===== src/rtl/mqoi_pkg.sv =====
// Shared types and constants for the MQOI frame differ / undiffer pair.
package mqoi_pkg;

  typedef enum logic [0:0] {
    PRIME = 1'b0,
    RUN   = 1'b1
  } state_e;

  localparam logic [7:0] ALPHA_SAME   = 8'd0;
  localparam logic [7:0] ALPHA_OPAQUE = 8'd255;

  typedef struct packed {
    logic [7:0] r;
    logic [7:0] g;
    logic [7:0] b;
    logic [7:0] a;
  } pixel_t;

  // Only "same as before" and "fully new" alpha codes are legal in the diff stream.
  function automatic logic alpha_illegal(input logic [7:0] a);
    return (a != ALPHA_SAME) && (a != ALPHA_OPAQUE);
  endfunction

endpackage


===== src/rtl/mqoi_frame_counter.sv =====
// Pixel index within a frame: advances per accepted pixel, wraps at the frame end.
module mqoi_frame_counter
  import mqoi_pkg::*;
#(
  parameter int FRAME_PIXELS = 76800,
  parameter int CNT_W        = 17
) (
  input  logic             clk,
  input  logic             rst_n,
  input  logic             adv,
  output logic [CNT_W-1:0] idx,
  output logic             is_last
);

  localparam logic [CNT_W-1:0] LAST_IDX = CNT_W'(FRAME_PIXELS - 1);
  localparam logic [CNT_W-1:0] ONE      = {{(CNT_W-1){1'b0}}, 1'b1};

  logic [CNT_W-1:0] idx_q;
  logic [CNT_W-1:0] idx_d;

  // next index: hold, step, or wrap to zero after the last pixel
  always_comb begin
    idx_d = idx_q;
    if (adv) begin
      if (idx_q == LAST_IDX) begin
        idx_d = {CNT_W{1'b0}};
      end else begin
        idx_d = idx_q + ONE;
      end
    end else begin
      idx_d = idx_q;
    end
  end

  // index register
  always_ff @(posedge clk or negedge rst_n) begin
    if (!rst_n) begin
      idx_q <= {CNT_W{1'b0}};
    end else begin
      idx_q <= idx_d;
    end
  end

  assign idx     = idx_q;
  assign is_last = (idx_q == LAST_IDX);

endmodule


===== src/rtl/mqoi_undiffer.sv =====
// Rebuilds the current frame from the diff stream and the previous-frame stream,
// tracking frame boundaries, the no-history (PRIME) condition and reuse statistics.
module mqoi_undiffer
  import mqoi_pkg::*;
#(
  parameter int FRAME_PIXELS = 76800,
  parameter int CNT_W        = 17
) (
  input  logic             clk,
  input  logic             rst_n,
  input  logic             diff_valid,
  output logic             diff_ready,
  input  logic [7:0]       diff_r,
  input  logic [7:0]       diff_g,
  input  logic [7:0]       diff_b,
  input  logic [7:0]       diff_a,
  input  logic             old_valid,
  output logic             old_ready,
  input  logic [7:0]       old_r,
  input  logic [7:0]       old_g,
  input  logic [7:0]       old_b,
  output logic             out_valid,
  input  logic             out_ready,
  output logic [7:0]       out_r,
  output logic [7:0]       out_g,
  output logic [7:0]       out_b,
  output logic [7:0]       out_a,
  output logic             out_last,
  output logic             frame_done,
  output logic [CNT_W-1:0] reused_count,
  input  logic             flush,
  output logic             protocol_err,
  input  logic             clear_err
);

  state_e           state_q,      state_d;
  logic             flush_pend_q, flush_pend_d;
  pixel_t           out_pix_q,    out_pix_d;
  logic             out_valid_q,  out_valid_d;
  logic             out_last_q,   out_last_d;
  logic             frame_done_q, frame_done_d;
  logic [CNT_W-1:0] reuse_cnt_q,  reuse_cnt_d;
  logic [CNT_W-1:0] reused_q,     reused_d;
  logic             err_q,        err_d;

  logic             can_load_s;
  logic             accept_s;
  logic             same_s;
  logic             is_first_s;
  logic             is_last_s;
  logic [CNT_W-1:0] pix_idx_s;
  logic [CNT_W-1:0] reuse_inc_s;
  pixel_t           old_pix_s;
  pixel_t           new_pix_s;

  mqoi_frame_counter #(
    .FRAME_PIXELS(FRAME_PIXELS),
    .CNT_W       (CNT_W)
  ) u_frame_counter (
    .clk    (clk),
    .rst_n  (rst_n),
    .adv    (accept_s),
    .idx    (pix_idx_s),
    .is_last(is_last_s)
  );

  assign is_first_s = (pix_idx_s == {CNT_W{1'b0}});

  // handshake: RUN joins both streams, PRIME consumes the diff stream alone
  always_comb begin
    can_load_s = !out_valid_q || out_ready;
    diff_ready = 1'b0;
    old_ready  = 1'b0;
    accept_s   = 1'b0;
    case (state_q)
      PRIME: begin
        diff_ready = can_load_s;
        old_ready  = 1'b0;
        accept_s   = diff_valid && can_load_s;
      end
      RUN: begin
        diff_ready = old_valid && can_load_s;
        old_ready  = diff_valid && can_load_s;
        accept_s   = diff_valid && old_valid && can_load_s;
      end
      default: begin
        diff_ready = 1'b0;
        old_ready  = 1'b0;
        accept_s   = 1'b0;
      end
    endcase
  end

  // pixel selection: alpha 0 reuses history (black when there is none)
  always_comb begin
    same_s = (diff_a == ALPHA_SAME);
    if (state_q == RUN) begin
      old_pix_s = '{r: old_r, g: old_g, b: old_b, a: ALPHA_OPAQUE};
    end else begin
      old_pix_s = '{r: 8'd0, g: 8'd0, b: 8'd0, a: ALPHA_OPAQUE};
    end
    if (same_s) begin
      new_pix_s = old_pix_s;
    end else begin
      new_pix_s = '{r: diff_r, g: diff_g, b: diff_b, a: ALPHA_OPAQUE};
    end
  end

  // output register: load on accept, drain on out_ready, otherwise hold
  always_comb begin
    out_pix_d    = out_pix_q;
    out_valid_d  = out_valid_q;
    out_last_d   = out_last_q;
    frame_done_d = accept_s && is_last_s;
    if (accept_s) begin
      out_pix_d   = new_pix_s;
      out_valid_d = 1'b1;
      out_last_d  = is_last_s;
    end else if (out_ready) begin
      out_valid_d = 1'b0;
      out_last_d  = 1'b0;
    end else begin
      out_valid_d = out_valid_q;
    end
  end

  // reuse statistics and sticky protocol error (a new violation beats clear_err)
  always_comb begin
    reuse_inc_s = {{(CNT_W-1){1'b0}}, same_s};
    reuse_cnt_d = reuse_cnt_q;
    reused_d    = reused_q;
    if (accept_s) begin
      if (is_last_s) begin
        reused_d    = reuse_cnt_q + reuse_inc_s;
        reuse_cnt_d = {CNT_W{1'b0}};
      end else begin
        reuse_cnt_d = reuse_cnt_q + reuse_inc_s;
      end
    end else begin
      reuse_cnt_d = reuse_cnt_q;
    end
    if (accept_s && alpha_illegal(diff_a)) begin
      err_d = 1'b1;
    end else if (clear_err) begin
      err_d = 1'b0;
    end else begin
      err_d = err_q;
    end
  end

  // frame state: history becomes valid after a PRIME frame; flush drops it at a boundary
  always_comb begin
    state_d      = state_q;
    flush_pend_d = flush_pend_q;
    case (state_q)
      PRIME: begin
        flush_pend_d = 1'b0;
        if (accept_s && is_last_s) begin
          state_d = RUN;
        end else begin
          state_d = PRIME;
        end
      end
      RUN: begin
        if (accept_s && is_last_s) begin
          // a flush arriving with the last pixel still applies to the next frame
          state_d      = (flush_pend_q || flush) ? PRIME : RUN;
          flush_pend_d = 1'b0;
        end else if (flush && is_first_s && !accept_s) begin
          state_d      = PRIME;
          flush_pend_d = 1'b0;
        end else if (flush) begin
          flush_pend_d = 1'b1;
        end else begin
          flush_pend_d = flush_pend_q;
        end
      end
      default: begin
        state_d      = PRIME;
        flush_pend_d = 1'b0;
      end
    endcase
  end

  // state and output registers
  always_ff @(posedge clk or negedge rst_n) begin
    if (!rst_n) begin
      state_q      <= PRIME;
      flush_pend_q <= 1'b0;
      out_pix_q    <= '{r: 8'd0, g: 8'd0, b: 8'd0, a: 8'd0};
      out_valid_q  <= 1'b0;
      out_last_q   <= 1'b0;
      frame_done_q <= 1'b0;
      reuse_cnt_q  <= {CNT_W{1'b0}};
      reused_q     <= {CNT_W{1'b0}};
      err_q        <= 1'b0;
    end else begin
      state_q      <= state_d;
      flush_pend_q <= flush_pend_d;
      out_pix_q    <= out_pix_d;
      out_valid_q  <= out_valid_d;
      out_last_q   <= out_last_d;
      frame_done_q <= frame_done_d;
      reuse_cnt_q  <= reuse_cnt_d;
      reused_q     <= reused_d;
      err_q        <= err_d;
    end
  end

  assign out_valid    = out_valid_q;
  assign out_r        = out_pix_q.r;
  assign out_g        = out_pix_q.g;
  assign out_b        = out_pix_q.b;
  assign out_a        = out_pix_q.a;
  assign out_last     = out_last_q;
  assign frame_done   = frame_done_q;
  assign reused_count = reused_q;
  assign protocol_err = err_q;

endmodule


===== config.mk =====
export PLATFORM = sky130hd
export DESIGN_NAME = mqoi_undiffer
export DESIGN_NICKNAME = d
export VERILOG_FILES = /design/src/rtl/mqoi_pkg.sv /design/src/rtl/mqoi_frame_counter.sv /design/src/rtl/mqoi_undiffer.sv
export SDC_FILE = /design/constraint.sdc
export NUM_CORES = 1
export LEC_CHECK = 0
export CORE_UTILIZATION = 40
export CTS_CLUSTER_DIAMETER = 200
export DETAILED_ROUTE_END_ITERATION = 8
export HOLD_SLACK_MARGIN = 0.08
export PLACE_DENSITY = 0.77
export SKIP_CTS_REPAIR_TIMING = 1
export SLEW_MARGIN = 20
export SYNTH_ARGS = -nofsm -noshare
export SYNTH_HDL_FRONTEND = slang
export SYNTH_SLANG_ARGS = --single-unit

===== constraint.sdc =====
create_clock -name clk -period 2.3 [get_ports clk]
set_input_delay 0.46 -clock clk [delete_from_list [all_inputs] [get_ports clk]]
set_output_delay 0.46 -clock clk [all_outputs]
set_load 0.02 [all_outputs]

==> flow_summary.yaml <==
worst_setup_path:
  crit_type: "reg -> reg"
  slowest_delay_ns: 0.57
  crit_top_cell: "or4_4"
  cp.buffers_inverters: 0
  worst-path-max-fanout: 13
  cp.arrival_ns: 2.47
  crit_slowest_cell: "or4_4"
  r2r_slack_ns: 0.08
  cp_cell_sequence: "or4_4, or4_4, or2_4, nor3b_2, a21oi_2"
  startpoint_type: "register"
  critPathTopFamily: "simple AND/OR/NAND/NOR gates"
  cp-end-kind: "register"
  worstPathRequired_ns: 2.55
sta:
  fin_crit_ns: 2.218
  maxSlewHeadroom_pct: 63.87
  tns_ns: 0
  max_freq_mhz: 450.9
  fin_skew_ns: 0.01234
  period_share_pct: 96.42
  rsz0062_at_grt: "no"
  hold_violations: 0
  finalSetupViolCount: 0
  tightest_slew_ns: 0.5420
  slew_violations: 0
synth:
  ys_types: 43
  synth_nets: 521
  synth-main-ff-cell: "dfrtp_1"
  syn-cell-area_mm2: 0.004093
  yosysSeqAreaShare_pct: 50.14
  synthTopCellsByArea: "dfrtp_1 (50%), nand2_1 (5.5%), nor2_1 (4.6%), nand3_1 (4.5%), a31oi_1 (3.8%)"
  synth_edf_count: 0
  yosys.area.top_type: "dfrtp_1"
  netlist_instances: 455
  async_flop_share_pct: 100.0
  synth_top_cell_area_share_pct: 50.14
  synth-seq-cells: 82
  syn-mean-instance-area_um2: 8.995
  yosys_warnings: 0
route:
  wirelength_mm: 10.39
  remaining_drc_errors: 0
  drt-initial-drc-count: 156
  wire_per_inst_um: 14.39
  vias: 3780
  firstDrtPassIters: 4
  vias_per_cell: 5.235
  final_antenna_net_count: 0
finish:
  multi_input_area_mm2: 0.001903
  num-fill-cells: 830
  drive_gt1_share_pct: 12.56
  synthToLayoutAreaGrowth_pct: 43.14
  regArea_mm2: 0.002052
  finalNetCount: 650
  utilization_pct: 59.39
  antenna_cells: 0
status:
  status: "finished, final reports clean"
floorplan:
  core-area_mm2: 0.009864
  core.rowCount: 36
  initial_core_util_pct: 41.49
  io_pins: 118
  die_h_um: 103.2
  die_w_um: 103.2
  die-area_mm2: 0.01064
grt:
  grt_pass1_wl_mm: 17.10
  track_usage_pct: 20.99
  overflow: 0
  grt_max_degree: 56
  antenna_found_initial: 0
  grt_pass1_vias: 3600
clock_network:
  cts_max_level: 3
  cts_tree: "built"
  cts_sinks: 82
  cts_buffers: 9
  cts_root_buf: "clkbuf_8"
  clockBufferDepth: 2
  clk_pin_slew_ns: 0.09
  clk_latency_ns: 0.36
power_and_ir_drop:
  ir_drop_v: 0.0003830
  leakage_nw: 2.438
  powerDensity_mw_per_mm2: 665.4
placed_design:
  post-dp-hpwl_mm: 7.459
  port_buffers: 117
  gp_congestion: 0.8779
run:
  cap_viol_max_count: 0
worst_hold_path:
  hp-class: "in -> async"
==> area by class of cell <==
class / count / area share, %
clock buffers: 10 / 2.349
flip-flops and latches: 82 / 35.03
clock inverters: 6 / 1.239
multi-input cells: 330 / 32.49
well taps: 133 / 2.841
inverters: 8 / 0.5126
repair buffers: 153 / 25.54
==> layout by cell type (no fill, tap or decap), types with 3 or more instances in the layout <==
cell / synthesis / final
o31ai_1: 10 / 10
a31oi_1: 25 / 25
or3_1: 5 / 5
nand3_1: 37 / 35
clkbuf_8: 0 / 10
or4_4: 2 / 3
a21oi_1: 20 / 20
xnor2_1: 13 / 13
nor2_1: 50 / 49
nand2_1: 60 / 60
nand4_1: 19 / 19
clkdlybuf4s50_1: 0 / 113
dlymetal6s2s_1: 0 / 3
nor3_1: 4 / 3
and2_1: 5 / 5
o21ai_0: 25 / 24
nor4_1: 6 / 4
dfrtp_1: 82 / 82
buf_4: 8 / 33
xor2_1: 14 / 14
buf_12: 0 / 4
inv_1: 8 / 8
and3_1: 7 / 6
==> where the power goes <==
part           internal, W  switching, W
clock             0.000545      0.000569
sequential         0.00162      0.000140
combinational     0.000498      0.000529
==> state kept, by name (all words and copies together), names as in the netlist, 8 cells and up <==
name / cells
reused_count: 17
reuse_cnt_q: 17
u_frame_counter.idx: 17
out_g: 8
out_b: 8
out_r: 8
==> stage by stage <==
step,cells,area [µm²],total power (W),hold WS [ns],setup slack (ns)
finish,722,5858,0.003898,0.07209,0.08227
detailed placement,705,5593,0.002811,0.4650,-0.3985
global route,722,5858,0.004097,0.1206,0.005255
floorplan,455,4116,0.002252,0.1644,0.001347
CTS,721,5803,0.003916,0.09637,-0.1488
global placement,705,5593,0.002789,0.4594,-0.3761
==> Yosys cell counts (2+ instances only) <==
cell,count
o21ai_2,2
o21ai_0,25
nand3b_1,2
ha_1,3
nand2_1,60
clkbuf_1,22
inv_1,8
nor4_1,6
a31oi_1,25
nor3_1,4
xor2_1,14
or3_1,5
nand4_1,19
or4_4,2
nor2_1,50
o31ai_1,10
nor2b_1,2
nand3_1,37
a21oi_1,20
and2_1,5
dfrtp_1,82
nand2b_1,3
and3_1,7
buf_4,8
and4_1,2
buf_2,3
xnor2_1,13
==> routing by layer <==
metal  vias to the layer above  global-route usage (%)  routed length (µm)
li1                       1854                       -                   -
met1                      1788                   26.61                4682
met2                       125                   34.15                4813
met3                        13                   6.644                 763
met4                         0                   6.717                 131
met5                         -                       0                   0
==> logic make-up after synthesis <==
kind of cell | count (synthesis) | synth area share (%)
compound gates | 88 | 12.78
flops | 82 | 50.14
simple gates | 212 | 25.44
buf+inv | 43 | 4.953
xor+xnor | 27 | 5.778
fa+ha+maj | 3 | 0.9172
==> path summary, 6_finish.rpt <==
check                                                         start                                  to  cells past startpoint
worst max-delay path            u_frame_counter.idx[12]$_DFFE_PN0P_                   state_q$_DFF_PN0_                      5
worst min register to register          reused_count[1]$_DFFE_PN0P_         reused_count[1]$_DFFE_PN0P_                      2
min in group clk                        reused_count[1]$_DFFE_PN0P_         reused_count[1]$_DFFE_PN0P_                      2
worst min-delay path                                          rst_n        reused_count[11]$_DFFE_PN0P_                      1
max in group asynchronous                                     rst_n  u_frame_counter.idx[8]$_DFFE_PN0P_                      2
worst max register to register  u_frame_counter.idx[12]$_DFFE_PN0P_                   state_q$_DFF_PN0_                      5
Power figures use the tool's default switching activity.
